$ cat src/rtl/arb_pkg.sv
// Shared types for the round-robin / locking arbiter.
//   arb_mode_t  : runtime arbitration policy selected by the mode input
//   arb_state_t : ownership state of the grant
package arb_pkg;

  typedef enum logic {ARB_FIXED = 1'b0, ARB_RR = 1'b1} arb_mode_t;

  typedef enum logic {S_IDLE = 1'b0, S_OWNED = 1'b1} arb_state_t;

endpackage

$ cat src/rtl/arb_pick.sv
// Combinational pick function of the arbiter.
// Finds the first set bit of req_mask searching downward from start and
// wrapping from 0 to N-1. In fixed mode the search always starts at N-1,
// which turns the scan into plain MSB priority.
//   req_mask [N]   : candidate requests
//   start    [IDW] : first index examined (round-robin mode only)
//   mode     [1]   : 0 = fixed MSB priority, 1 = round-robin
//   pick     [N]   : one-hot winner, all-zero when nothing requested
//   pick_id  [IDW] : index of the winner, 0 when nothing requested
//   any      [1]   : at least one candidate was present
module arb_pick
  import arb_pkg::*;
#(
  parameter int N   = 9,
  parameter int IDW = $clog2(N)
) (
  input  logic [N-1:0]   req_mask,
  input  logic [IDW-1:0] start,
  input  logic           mode,
  output logic [N-1:0]   pick,
  output logic [IDW-1:0] pick_id,
  output logic           any
);

  // Index width of the doubled vector.
  localparam int DW = $clog2(2 * N);

  logic [2*N-1:0] dbl_s;
  logic [IDW-1:0] start_eff_s;
  logic [DW-1:0]  pos_s;

  // Downward scan over the doubled request vector: positions start+N down to
  // start+1 visit start, start-1, ..., 0, N-1, ..., start+1 without a modulo.
  always_comb begin
    dbl_s       = {req_mask, req_mask};
    pos_s       = '0;
    any         = 1'b0;
    pick_id     = '0;
    if (mode == ARB_RR) begin
      start_eff_s = start;
    end else begin
      start_eff_s = IDW'(N - 1);
    end
    for (int k = 0; k < N; k++) begin
      pos_s = DW'(start_eff_s) + DW'(N) - DW'(k);
      if (!any && dbl_s[pos_s]) begin
        any = 1'b1;
        if (pos_s >= DW'(N)) begin
          pick_id = IDW'(pos_s - DW'(N));
        end else begin
          pick_id = IDW'(pos_s);
        end
      end else begin
        pick_id = pick_id;
      end
    end
    if (any) begin
      pick = N'(1) << pick_id;
    end else begin
      pick = '0;
    end
  end

endmodule

$ cat src/rtl/rr_lock_arb.sv
// N-way arbiter with runtime fixed/round-robin selection, a registered grant
// that stays locked to its owner until the owner drops its request, and an
// optional hold timeout that preempts a long-running owner in round-robin mode.
//   clock     : sole clock, posedge
//   reset_L   : synchronous active-low reset
//   mode      : 0 = fixed priority (bit N-1 highest), 1 = round-robin
//   req   [N] : request vector, held high while the grant is wanted
//   gnt   [N] : registered one-hot grant or zero
//   gnt_valid : |gnt
//   gnt_id    : index of the granted requester, 0 when no grant
//   preempt   : one-cycle pulse after a timeout moved the grant
module rr_lock_arb
  import arb_pkg::*;
#(
  parameter int N        = 9,
  parameter int IDW      = $clog2(N),
  parameter int MAX_HOLD = 0,
  parameter int CW       = (MAX_HOLD > 0) ? $clog2(MAX_HOLD + 1) : 1
) (
  input  logic           clock,
  input  logic           reset_L,
  input  logic           mode,
  input  logic [N-1:0]   req,
  output logic [N-1:0]   gnt,
  output logic           gnt_valid,
  output logic [IDW-1:0] gnt_id,
  output logic           preempt
);

  localparam bit          TO_EN     = (MAX_HOLD != 0);
  localparam logic [CW-1:0] HOLD_MAX  = CW'(MAX_HOLD);
  localparam logic [CW-1:0] HOLD_LAST = CW'((MAX_HOLD > 0) ? MAX_HOLD - 1 : 0);

  // Index one below v, wrapping 0 to N-1.
  function automatic logic [IDW-1:0] dec_wrap(input logic [IDW-1:0] v);
    if (v == '0) begin
      return IDW'(N - 1);
    end else begin
      return v - IDW'(1);
    end
  endfunction

  arb_state_t     state_r, state_nxt_s;
  logic [N-1:0]   gnt_r, gnt_nxt_s;
  logic           valid_r;
  logic [IDW-1:0] id_r, id_nxt_s;
  logic [IDW-1:0] ptr_r, ptr_nxt_s;
  logic [CW-1:0]  hold_r, hold_nxt_s;
  logic           preempt_r, pre_nxt_s;

  logic           rr_s, owner_req_s, others_any_s, timeout_s, load_s;
  logic [N-1:0]   others_s, mask_s, pick_s;
  logic [IDW-1:0] start_s, pick_id_s;
  logic           pick_any_s;

  arb_pick #(.N(N), .IDW(IDW)) u_pick (
    .req_mask (mask_s),
    .start    (start_s),
    .mode     (mode),
    .pick     (pick_s),
    .pick_id  (pick_id_s),
    .any      (pick_any_s)
  );

  // Picker inputs: the owner bit is masked out so a release or timeout can
  // only hand the grant to someone else; a timeout searches from owner-1.
  always_comb begin
    rr_s         = (mode == ARB_RR);
    owner_req_s  = |(req & gnt_r);
    others_s     = req & ~gnt_r;
    others_any_s = |others_s;
    if (state_r == S_OWNED) begin
      timeout_s = TO_EN && rr_s && owner_req_s && others_any_s && (hold_r == HOLD_LAST);
      mask_s    = others_s;
    end else begin
      timeout_s = 1'b0;
      mask_s    = req;
    end
    if (timeout_s) begin
      start_s = dec_wrap(id_r);
    end else begin
      start_s = ptr_r;
    end
  end

  // Ownership state register.
  always_ff @(posedge clock) begin
    if (!reset_L) begin
      state_r <= S_IDLE;
    end else begin
      state_r <= state_nxt_s;
    end
  end

  // Next ownership state: stay owned while the owner requests or a
  // back-to-back successor exists.
  always_comb begin
    state_nxt_s = state_r;
    case (state_r)
      S_IDLE: begin
        if (pick_any_s) begin
          state_nxt_s = S_OWNED;
        end else begin
          state_nxt_s = S_IDLE;
        end
      end
      S_OWNED: begin
        if (owner_req_s || pick_any_s) begin
          state_nxt_s = S_OWNED;
        end else begin
          state_nxt_s = S_IDLE;
        end
      end
      default: state_nxt_s = S_IDLE;
    endcase
  end

  // Grant, pointer and hold-counter updates for the next edge.
  always_comb begin
    gnt_nxt_s  = gnt_r;
    id_nxt_s   = id_r;
    ptr_nxt_s  = ptr_r;
    hold_nxt_s = hold_r;
    pre_nxt_s  = 1'b0;
    case (state_r)
      S_IDLE:  load_s = pick_any_s;
      S_OWNED: load_s = timeout_s || (!owner_req_s && pick_any_s);
      default: load_s = 1'b0;
    endcase
    if (load_s) begin
      gnt_nxt_s  = pick_s;
      id_nxt_s   = pick_id_s;
      hold_nxt_s = '0;
      pre_nxt_s  = timeout_s;
      // The served requester becomes lowest priority for the next search.
      if (rr_s) begin
        ptr_nxt_s = dec_wrap(pick_id_s);
      end else begin
        ptr_nxt_s = ptr_r;
      end
    end else if (state_nxt_s == S_IDLE) begin
      gnt_nxt_s  = '0;
      id_nxt_s   = '0;
      hold_nxt_s = '0;
    end else begin
      if (hold_r == HOLD_MAX) begin
        hold_nxt_s = hold_r;
      end else begin
        hold_nxt_s = hold_r + CW'(1);
      end
    end
  end

  // Grant datapath registers.
  always_ff @(posedge clock) begin
    if (!reset_L) begin
      gnt_r     <= '0;
      valid_r   <= 1'b0;
      id_r      <= '0;
      ptr_r     <= IDW'(N - 1);
      hold_r    <= '0;
      preempt_r <= 1'b0;
    end else begin
      gnt_r     <= gnt_nxt_s;
      valid_r   <= |gnt_nxt_s;
      id_r      <= id_nxt_s;
      ptr_r     <= ptr_nxt_s;
      hold_r    <= hold_nxt_s;
      preempt_r <= pre_nxt_s;
    end
  end

  assign gnt       = gnt_r;
  assign gnt_valid = valid_r;
  assign gnt_id    = id_r;
  assign preempt   = preempt_r;

endmodule

$ cat config.mk
export PLATFORM = sky130hd
export DESIGN_NAME = rr_lock_arb
export DESIGN_NICKNAME = d
export VERILOG_FILES = /design/src/rtl/arb_pkg.sv /design/src/rtl/arb_pick.sv /design/src/rtl/rr_lock_arb.sv
export SDC_FILE = /design/constraint.sdc
export NUM_CORES = 1
export LEC_CHECK = 0
export ABC_AREA = 1
export CORE_ASPECT_RATIO = 0.9
export CORE_MARGIN = 2
export CORE_UTILIZATION = 35
export DETAILED_ROUTE_END_ITERATION = 8
export HOLD_SLACK_MARGIN = 0.15
export PLACE_DENSITY_LB_ADDON = 0.3
export SKIP_CTS_REPAIR_TIMING = 1
export SYNTH_ARGS = -nofsm -noshare
export SYNTH_HDL_FRONTEND = slang
export SYNTH_HIERARCHICAL = 1
export SYNTH_SLANG_ARGS = --single-unit
export TNS_END_PERCENT = 10
$ cat constraint.sdc
create_clock -name clock -period 5.4 [get_ports clock]
set_input_delay 1.08 -clock clock [delete_from_list [all_inputs] [get_ports clock]]
set_output_delay 1.08 -clock clock [all_outputs]
set_load 0.02 [all_outputs]
* Word level (Yosys, flattened, before mapping) *
Index checks and enable logic that the tools add are counted.

word-level totals
  flip-flop bits (word level) = 19
  latch bits = 0
  bits in writable memories = 0
  ROM bits = 0
  bits of input ports = 12
  output and inout port bits = 15
  logic and storage cells = 128
  memories = 0

cells by class
  add/sub/neg operators = 19
  $mul = 0
  divide/modulo/power cells = 0
  magnitude comparators = 18
  eq/ne operators = 1
  shifts and indexed selects = 1
  multiplexer cells = 57
  bitwise operators = 4
  reductions and logical operators = 23

operator list
  cell                                                                count
  2-to-1 mux 4 bit                                                    22
  < comparator 5 x 6 -> 1 bit (second input constant)                 9
  binary-select mux 1 bit (select 5 bit)                              9
  greater-or-equal comparator 5 x 4 -> 1 bit (second input constant)  9
  2-to-1 mux 9 bit                                                    4
  subtractor 4 bit (second input constant)                            9
  2-to-1 mux 1 bit                                                    20
  subtractor 5 x 3 -> 5 bit (second input constant)                   4
  AND 9 bit                                                           2
  OR reduction 9 bit                                                  2
  subtractor 5 x 2 -> 5 bit (second input constant)                   2
  logical AND 1 bit                                                   9
  zero test 1 bit                                                     9
  NOT 9 bit                                                           1
  left shift 1 x 4 -> 9 bit (first input constant)                    1
  adder 4 x 4 -> 5 bit (second input constant)                        1
  subtractor 5 x 1 -> 5 bit (second input constant)                   1
  subtractor 5 x 4 -> 5 bit (second input constant)                   1
  zero test 4 bit                                                     1
  one-hot mux 1 bit (2 select lines)                                  2
  subtractor 4 x 1 -> 4 bit (second input constant)                   1
  != test 2 x 1 -> 1 bit (second input constant)                      1
  AND reduction 2 bit                                                 1
  logical OR 1 bit                                                    1
  NOT 1 bit                                                           1

* Logic depth before layout (Yosys ltp) *
Gate-level depths: netlist (run 1).

  word-level depth = 36
  gate-level depth with buffers = 34
  gate-level depth less buffers = 32

* Modules after synthesis *
Netlist (run 1), hierarchy kept.

by module, submodules not included
  module       instances  cells an instance  area an instance (um^2)  sequential area each (um^2)
  arb_pick     1          492                2625.0                   0.0
  rr_lock_arb  1          139                1014.7                   380.4

* Least setup slack after synthesis (run 1) *
OpenSTA, ideal clock, no wires.

  kind = input -> register
  from = input mode
  to = register valid_r (netlist: gnt_valid)
  library setup time = 0.128 ns
  arrival = 4.456 ns
  required time = 5.272 ns
  slack = 0.816 ns
  stages on the path = 28
  path buffers = 3
  cell sequence = buf_6 > nand2_1 > inv_1 > buf_2 > ha_1 > nand3_2 > nand2_2 > clkinv_2 > ha_1 > a21oi_1 > inv_1 > nand2_1 > nand2_1 > inv_2 > nand3_1 > nand2_1 > nand2_1 > nand2_1 > nand4_4 > nor2_4 > nand3b_1 > buf_4 > nand3_2 > nand2_1 > nor2_1 > nand3_1 > nor2_1 > nor2_1

on the way
  longest elaborated chain between the ends = 35
  elaborated cells on any way between the ends = 100
  classes of those cells = add/sub: 18; order compare: 9; shift: 1; mux: 53; reduce/logical: 19

RTL lines
  element                                                             RTL line            text
  start: declaration                                                  rr_lock_arb.sv:22   input logic mode,
  2-to-1 mux 4 bit *                                                  arb_pick.sv:39      if (mode == ARB_RR) begin
  adder 4 x 4 -> 5 bit *                                              arb_pick.sv:45      pos_s = DW'(start_eff_s) + DW'(N) - DW'(k);
  branches (longest 26 deep; another with subtractor 5 x 1 -> 5 bit)  -
  2-to-1 mux 1 bit *                                                  arb_pick.sv:46      if (!any && dbl_s[pos_s]) begin
  net pick_any_s                                                      rr_lock_arb.sv:54   logic pick_any_s;
  logical OR 1 bit                                                    rr_lock_arb.sv:108  if (owner_req_s || pick_any_s) begin
  2-to-1 mux 1 bit                                                    rr_lock_arb.sv:108
  one-hot mux 1 bit (2 select lines)                                  rr_lock_arb.sv:99   case (state_r)
  2-to-1 mux 9 bit                                                    rr_lock_arb.sv:141  end else if (state_nxt_s == S_IDLE) begin
  2-to-1 mux 9 bit *                                                  rr_lock_arb.sv:130  if (load_s) begin
  OR reduction 9 bit *                                                rr_lock_arb.sv:165  valid_r <= |gnt_nxt_s;
  end signal: assignment                                              rr_lock_arb.sv:165
  end: declaration                                                    rr_lock_arb.sv:45   logic valid_r;

Mark *: on every way through the listed nets, which the timed path passes. The select of a mux whose other input is x is not followed.
A chain may end at the register's enable or synchronous reset.

* Worst setup path in the final report (run 1) *
  from = input mode
  to = register valid_r (netlist: gnt_valid)

on the way
  elaborated cells on any way between the ends = 100
  classes of those cells = add/sub: 18; order compare: 9; shift: 1; mux: 53; reduce/logical: 19

RTL lines
  element                                                             RTL line            text
  2-to-1 mux 4 bit *                                                  arb_pick.sv:39
  adder 4 x 4 -> 5 bit *                                              arb_pick.sv:45
  branches (longest 28 deep; another with subtractor 5 x 1 -> 5 bit)  -
  2-to-1 mux 9 bit *                                                  arb_pick.sv:57      if (any) begin
  net pick_s[5]                                                       rr_lock_arb.sv:52   logic [N-1:0] others_s, mask_s, pick_s;
  2-to-1 mux 9 bit *                                                  rr_lock_arb.sv:130
  OR reduction 9 bit *                                                rr_lock_arb.sv:165

Marks and branches as above.

==> results of run 1 <==
-- where the power goes --
part	leakage, µW	switching, µW	internal, µW	total, µW
registers	0.000156	66.5	192	258
logic	0.00193	1530	740	2270
clock network	0.0000382	52.2	100	153
total	0.00213	1650	1030	2690
-- metrics by stage --
stage | util (%) | worst slack, ns | total power (µW)
detailed placement | 39.8 | -0.0402 | 2440
global route | 41.0 | 0.0107 | 2950
global placement | 39.8 | -0.103 | 2430
finish | 41.0 | 0.377 | 2690
CTS | 40.5 | 0.208 | 2600
floorplan | - | 0.816 | 1900
-- state kept, by name (all words and copies together) (netlist names) --
| register | flops |
|---|---|
| gnt_id | 4 |
| gnt_valid | 1 |
| gnt | 9 |
| state_r | 1 |
| ptr_r | 4 |
-- kinds of logic after synthesis --
kind of cell / synth area share [%]
compound gates: 13.2
xor+xnor: 4.74
fa+ha+maj: 7.22
buf+inv: 11.5
flops: 10.5
mux: 0.619
other cells: 0.103
simple gates: 52.1
-- how the worst min path moves through the flow --
stage                   start   endpoint  slack [ns]  depth (start not counted)
detailed placement  gnt_id[3]  gnt_id[3]        0.48                          2
global placement    gnt_id[1]  gnt_id[1]        0.48                          2
finish              gnt_id[3]  gnt_id[3]        0.49                          2
floorplan            ptr_r[0]   ptr_r[0]        0.53                          2
global route        gnt_id[3]  gnt_id[3]        0.53                          2
CTS                 gnt_id[3]  gnt_id[3]        0.49                          2
-- final cells by class --
cell class	instances	area, µm²	share of cell area (%)
Multi-Input combinational cell	519	2880	68.9
Sequential cell	19	380	9.08
Tap cell	129	161	3.85
Inverter	75	285	6.81
Timing Repair Buffer	43	398	9.50
Clock buffer	4	78.8	1.88
-- layer usage --
layer	wire length, µm	global-route usage [%]	up-vias
met3	916	2.89	12
met4	163	3.70	0
met2	5290	33.7	164
met1	5780	30.8	1904
met5	0	0	-
li1	-	-	2117
-- cells in the mapped netlist, drive strengths merged (5+ instances only) --
master	number	area, µm²
nor3	6	35.0
nor2	63	275
a21boi	9	67.6
ha	21	263
nand4	10	77.6
xor2	18	173
nand2	185	762
clkbuf	5	22.5
buf	13	113
nand3	126	713
dfxtp	19	380
inv	74	280
o21ai	47	258
a21oi	23	123
-- critical path, delay by kind of cell --
| family | cells | cell delay [ns] |
|---|---|---|
| buffers and inverters | 6 | 1.13 |
| AO/OA/AOI/OAI | 1 | 0.19 |
| adder cells (fa/ha/maj) | 2 | 0.61 |
| AND/OR/NAND/NOR | 20 | 2.22 |
==> metrics.txt, run 1 <==
proportion of layout cells with a drive suffix above 1 14.4%; total gr overflow 0; PD cells 641 mW/mm²; flop-to-flop setup slack 1.17 ns; most frequent cell on the critical path nor2_1; Final Non-Filler Cells 789; wirelength, routed roughly 12000 µm; FF-to-FF path depth 27; count of pins over their slew limit 0; CP endpoint gnt_valid; Total GRT Usage 21.1%; drt drc 0; Core Footprint 0.0102 mm²; Row Count 35; WL/cell between 15 and 20 µm; most common cell after layout, fill and taps aside nand2_1; most frequent cells in the layout nand2_1 (171), nand3_1 (109), inv_1 (56); Final Hold Viols 0; Worst Hold Class reg -> reg; initial antenna violation count 0; min Tclk post-route 5.02 ns; first-pass GRT wire length about 19000 µm; Clock Tree Root clkbuf_16; final RePlAce weighted congestion 0.998; crit share post-route 93.0%; P_leak 0.00213 µW; Final #Nets 694; post-synthesis async set-or-reset flop share 0%; clock latency at the later pin of the worst-skew pair ~0.25 ns; largest net degree at the start of global routing 24; clk slew on worst S/H paths 0.05 ns; Fin Setup TNS 0 ns; CTS tree done; P&R area growth vs syn 15.1%; Fmax approximately 200 MHz; outcome finished, final reports clean; largest stage delay on the critical path 0.55 ns; H-tree depth 1; Routed Antenna Nets 0; Max Buffers Root-to-Sink 2; Least-Margin Pin Slew 0.763 ns; top_reg_cell synth dfxtp_1; r2r startpoint ptr_r[0]; net count after synthesis roughly 660; Synth cell types 44; cell area after synthesis 0.00364 mm²; CP Max Fanout 16; die area roughly 0.011 mm²; max_cap viols 0; Post-DP Area 0.00406 mm²; Inserted Diodes 0; 1st-iter DRT viols 336; EDFF count, synth 0; sequential area share after synthesis between 10% and 20%; Setup crit start kind primary input; Worst Setup End Kind flop; final setup vio count 0; Die H 101 µm; HPWL Detailed 9820 µm; number of global-route vias before repair 3808; num ports 27; Synth Register Bits 19; Critical Path Source mode; Arr. time, crit path 5.21 ns; FF-to-FF End gnt_valid; Finished Cell Area ~0.0042 mm²; CP max stage cell clkdlybuf4s50_1; VDD IR max ~0.26 mV; Initial Util 35.7%; Fillers 1107; Slew headroom around 49%; Die Span X 111 µm; hold slack 0.486 ns; Critical Path RT 5.59 ns; CTS sink count 19; Via density approximately 5.3; DP Cell Count 784; unrepaired setup endpoints after global routing false; CTS Buf Count 3; Max Clock Skew 0.00303 ns; Synth Area per Inst roughly 5.8 µm²; Syn Inst Count between 600 and 700; PortBufs 25; Ys Warns 6; via count 4197; drt pass-1 iters 4; WS Path Type in -> reg
(Power assumes the default switching activity.)
==> inputs of run 2 (changes only) <==
Settings changed: MAX_ROUTING_LAYER from default to met4.
Clock period 5.4 ns to 5.8 ns, I/O delays scaled along.
==> run 2 against run 1 <==
First-iteration DRC count is 9.8% higher. Sequential power is 7% lower. Global-route usage is 1.1 points higher. Final cell count is 0.51% lower. Power is 9.0% lower. Clock power is 7% lower. Routed wire length is 0.62% lower. Largest power group unchanged.
==> metrics.txt, run 2 (same netlist as run 1, synthesis figures left out) <==
P&R area growth vs syn 12.7%; Critical Path RT 5.93 ns; area of the multi-input gates 0.00284 mm²; PD cells 596 mW/mm²; WL/cell 15.4 µm; proportion of layout cells with a drive suffix above 1 12.5%; Slew headroom between 40 and 50%; VDD IR max 0.262 mV; Initial Util between 30% and 40%; Arr. time, crit path 5.26 ns; CTS sink count 19; Row Count 35; clk slew on worst S/H paths 0.05 ns; CTS Buf Count 3; Worst Setup End Kind flop; hold path depth 2; number of global-route vias before repair 3859; final setup vio count 0; Fmax 195 MHz; H-tree depth 1; P_leak about 0.0021 µW; max reg flops 9; via count 4155; Final Hold Viols 0; FF-to-FF path depth 26; Final #Nets 690; CTS tree done; WS Path Type in -> reg; die area 0.0112 mm²; final RePlAce weighted congestion 0.984; unrepaired setup endpoints after global routing false; largest stage delay on the critical path 0.31 ns; Worst Hold Class reg -> reg; min Tclk post-route 5.13 ns; flip-flop and latch area about 380 µm²; wirelength, routed 12100 µm; drt drc 0; 1st-iter DRT viols 369; CP Max Fanout 10; Fin Setup TNS 0 ns; power consumption 2440 µW; Inserted Diodes 0; crit share post-route between 80% and 90%; Setup crit start kind primary input; PortBufs 25; count of pins over their slew limit 0; Core Footprint around 0.010 mm²; total gr overflow 0; most frequent cells in the layout nand2_1 (172), nand3_1 (111), nor2_1 (57); HPWL Detailed 9920 µm; CP max stage cell dlymetal6s2s_1; WP buf/inv 5; Fillers between 1000 and 1500; Clock Tree Root clkbuf_16; Die H a little over 100 µm; most frequent cell on the critical path nor2_1; drt pass-1 iters 4; initial antenna violation count 0; clock latency at the later pin of the worst-skew pair 0.25 ns; outcome finished, final reports clean; total stage count of the critical path 28; Crit path max-delay family simple AND/OR/NAND/NOR gates; Via density 5.29; Least-Margin Pin Slew 0.815 ns; Die Span X 111 µm; first-pass GRT wire length 19600 µm; Routed Antenna Nets 0; num ports 27; Max Clock Skew 0.00493 ns; largest net degree at the start of global routing 24; Max Buffers Root-to-Sink 2; most common cell after layout, fill and taps aside nand2_1; max_cap viols 0; Total GRT Usage 22.2%
==> run 2: cell count changes in the layout (fill, tap and decap cells not counted), moves of 2 or more <==
| cell | change |
|---|---|
| ha_2 | -3 |
| nand3_1 | +2 |
| nor2_2 | -2 |
| ha_1 | +3 |
| nand3_2 | -2 |
| buf_4 | -3 |
| nor2_1 | +3 |
==> run 2: path summary, 6_finish.rpt <==
| kind | from | to | slack (ns) |
|---|---|---|---|
| setup / recovery | mode | gnt_valid | 0.67 |
| hold reg to reg | gnt_id[3] | gnt_id[3] | 0.48 |
| setup reg to reg | ptr_r[0] | gnt_valid | 1.20 |
| hold / removal | gnt_id[3] | gnt_id[3] | 0.48 |
==> run 2: metrics by stage <==
step                hold slack (ns)  instance area [µm²]  utilization (%)  setup slack [ns]  instances
global route                  0.510                 4100             40.2             0.193        785
finish                        0.485                 4100             40.2             0.669        785
detailed placement            0.479                 4020             39.4             0.134        781
floorplan                     0.533                 3640                -              1.14        631
CTS                           0.486                 4100             40.2             0.370        785
global placement              0.477                 4020             39.4             0.192        781
==> run 2: report_power, final <==
group / switching [µW] / internal [µW]
registers: 62.4 / 178
clock network: 49.0 / 93.5
logic: 1400 / 658
==> run 2: cell type report <==
cell class	count	share of cell area [%]
multi-input combinational	519	69.2
sequential	19	9.27
timing repair buffer	39	8.72
inverter	75	6.95
tap	129	3.93
clock buffer	4	1.92
==> run 2: tightest hold or removal path: cells and delay by family, from the launching register on <==
family	cells	cell delay [ns]
AO/OA/AOI/OAI	1	0.06
AND/OR/NAND/NOR	1	0.07
flip-flops	1	0.30
==> run 2: metal layers <==
| layer | wire [µm] | GRT usage (%) | up-vias |
|---|---|---|---|
| met5 | 0 | - | - |
| met4 | 99 | 4.65 | 0 |
| met3 | 645 | 3.01 | 11 |
| met2 | 5230 | 33.7 | 116 |
| met1 | 6090 | 31.6 | 1917 |
| li1 | - | - | 2111 |
==> inputs of run 3 (changes only) <==
Settings changed: ABC_AREA 1 to default, CTS_CLUSTER_SIZE from default to 40, SLEW_MARGIN from default to 0.
==> run 3 against run 2 <==
The flow now finishes with violations (negative setup slack). Sequential share of layout area fell by 2.9 points. Register-to-register slack got worse by 0.16 ns. Largest power group unchanged. Via count rose by 29%. Area after synthesis rose by 24%. Utilization rose by 7.4 points. Count of clock-buffer cells in the layout fell by 1.
==> metrics.txt, run 3 <==
Worst Setup End Kind flop; final setup vio count 1; FF-to-FF path depth 21; most common library cells after synthesis nand2_1 (54), mux2i_1 (36), nor2_1 (33); EDFF count, synth 0; proportion of layout cells with a drive suffix above 1 a little under a third; unrepaired setup endpoints after global routing true; Initial Util 35.8%; post-synthesis mux area share 13.3%; most frequent cells in the layout buf_4 (144), nand2_1 (53), mux2i_1 (36); CTS tree done; Die H about 110 µm; most common cell after layout, fill and taps aside buf_4; FF-to-FF End gnt_valid; met2 wire len between 8000 and 9000 µm; DRT met1 WL between 7000 and 8000 µm; CP endpoint gnt_valid; Fin Setup TNS -0.00971 ns; CTS sink count 19; top sig layer met4; CTS Buf Count 3; max reg flops 9; WS Path Type in -> reg; switching share of total power 49.4%; area of the multi-input gates 0.00391 mm²; Ys Warns 6; largest net degree at the start of global routing 45; Synth Area in XOR/XNOR 1.74%; CP Max Fanout 5; 1st-iter DRT viols 566; Synth Area in Compound Gates between 30% and 40%; Least-Margin Pin Slew 1.07 ns; Critical Path Source mode; drt pass-1 iters 5; Die Span X approximately 120 µm; clock latency at the later pin of the worst-skew pair 0.25 ns; sequential area share after synthesis 8.40%; Row Count 39; Comb pwr share 88.7%; Core Footprint roughly 0.013 mm²; Syn Inst Count 594; count of pins over their slew limit 0; post-synthesis async set-or-reset flop share 0%; Final #Nets about 750; cell area after synthesis 0.00453 mm²; VDD IR max a little over 0.4 mV; Clk pwr share under 10%; PD cells approximately 530 mW/mm²; Synth Register Bits 19; clk slew on worst S/H paths 0.05 ns; Fmax about 170 MHz; P&R area growth vs syn 32.8%; H-tree depth 1; Fillers roughly 1200; largest stage delay on the critical path 0.45 ns; number of global-route vias before repair 5107; Clock Tree Root clkbuf_16; r2r startpoint ptr_r[1]; failing checks negative setup slack; top cells by area, synth dfxtp_1 (8.4%), mux2i_1 (8.0%), ha_1 (5.8%); first-pass GRT wire length 28200 µm; P_sw around 1600 µW; cells along the critical path clkdlybuf4s50_1 -> and2_2 -> buf_4 -> ha_2 -> and2_1 -> o21ai_2 -> inv_1 -> ha_2 -> nor2b_1 -> or3_1 -> and2_1 -> a211o_1 -> nand2_4 -> and4b_2 -> a22oi_2 -> a2111oi_4 -> buf_4 -> o31ai_2 -> nor4_2 -> nor4_1 -> a31oi_1 -> o21a_1; Max Clock Skew 0.00141 ns; die area 0.0139 mm²; total gr overflow 0; cell taking the most area after synthesis dfxtp_1; P_leak 0.00238 µW; max_cap viols 0; Int Pwr 1610 µW; net count after synthesis 627; Final Hold Viols 0; num ports 27; Simple-Gate Fraction of Synth Area 29.0%; hold_sp gnt_id[2]; largest family of logic cells by synthesized area compound AO/OA/AOI/OAI gates; Slew headroom between 20% and 30%; WL/cell 20.7 µm; Arr. time, crit path around 6 ns; Worst Hold Class reg -> reg; Total GRT Usage around 27%; min Tclk post-route 5.81 ns; Synth Area per Inst approximately 7.6 µm²; drt drc 0; power consumption 3180 µW; Via density 6.08; via count 5371; initial antenna violation count 0; Synth cell types a little over 100; most frequent cell after synthesis nand2_1; final RePlAce weighted congestion 0.988; final setup margin -0.00971 ns; PortBufs 25; Inserted Diodes 0; flip-flop and latch area 380 µm²; Reg power frac roughly 6.8%; top_reg_cell synth dfxtp_1; outcome finished, violations left; wirelength, routed 18200 µm; CP max stage cell clkdlybuf4s50_1; adder-cell share of the synthesized area between 5 and 6%; wire length on met3 about 1300 µm; crit share post-route 100%; HPWL Detailed roughly 14000 µm; share of the synthesized area in the top cell type 8.40%; Max Buffers Root-to-Sink 2; flop-to-flop setup slack between 1 and 1.5 ns; Routed Antenna Nets 0; Setup crit start kind primary input; Critical Path RT roughly 6 ns
-- run 3: cell count changes after synthesis, moves of 14 or more --
cell	before	now
xor2_1	16	1
and2_1	2	17
nand3_2	14	0
clkbuf_1	4	23
nor2_1	57	33
mux2i_1	0	36
nand2_1	172	54
inv_1	56	19
nand3_1	111	28
-- run 3: critical path: cells and delay by family --
kind / cells / cell delay (ns)
adders and majority gates: 2 / 0.46
buffers and inverters: 4 / 0.87
AOI/OAI and AO/OA: 7 / 1.46
and+or+nand+nor: 9 / 1.98
-- run 3: how the worst min path moves through the flow --
stage / to / slack [ns] / depth (start not counted)
2_1_floorplan: ptr_r[0] / 0.45 / 2
3_3_place_gp: gnt_id[1] / 0.45 / 2
5_1_grt: gnt_id[3] / 0.49 / 2
6_report: gnt_id[2] / 0.46 / 2
4_1_cts: gnt_id[0] / 0.47 / 2
3_5_place_dp: gnt_id[2] / 0.46 / 2
-- run 3: kinds of logic after synthesis --
kind of cell | after synthesis
AOI/OAI and AO/OA | 190
adders and majority gates | 21
muxes | 50
buffers and inverters | 73
and+or+nand+nor | 231
other | 1
xor gates and xnor gates | 9
DFF | 19
-- run 3: through the flow --
| stage | utilization (%) | instances | hold slack [ns] | cell area [µm²] | setup slack [ns] |
|---|---|---|---|---|---|
| 4_1_cts | 46.6 | 881 | 0.470 | 5890 | -0.297 |
| 3_3_place_gp | 46.0 | 877 | 0.454 | 5810 | -0.378 |
| 2_1_floorplan | - | 594 | 0.451 | 4570 | 0.00324 |
| 6_report | 47.6 | 883 | 0.462 | 6010 | -0.00971 |
| 3_5_place_dp | 46.0 | 877 | 0.464 | 5810 | -0.545 |
| 5_1_grt | 47.6 | 883 | 0.494 | 6010 | -0.173 |
-- run 3: power by group through the flow --
stage	Combinational [µW]	Clock (µW)	Sequential [µW]
after global routing	3020	150	221
after CTS	2650	147	215
after detailed placement	2630	0	217
after global placement	2600	0	214
final	2830	143	216
after floorplan	1620	0	231
-- run 3: routing by layer --
metal	vias up	track usage (%)
met1	2554	36.3
met3	47	2.36
met5	-	-
li1	2543	-
met4	0	10.2
met2	227	41.3
-- run 3: area by class of cell --
cell class / instances / share of cell area, %
multi-input cells: 502 / 65.0
repair buffers: 170 / 22.3
flip-flops and latches: 19 / 6.33
well taps: 164 / 3.41
inverters: 24 / 1.52
clock buffers: 3 / 1.25
clock inverters: 1 / 0.125
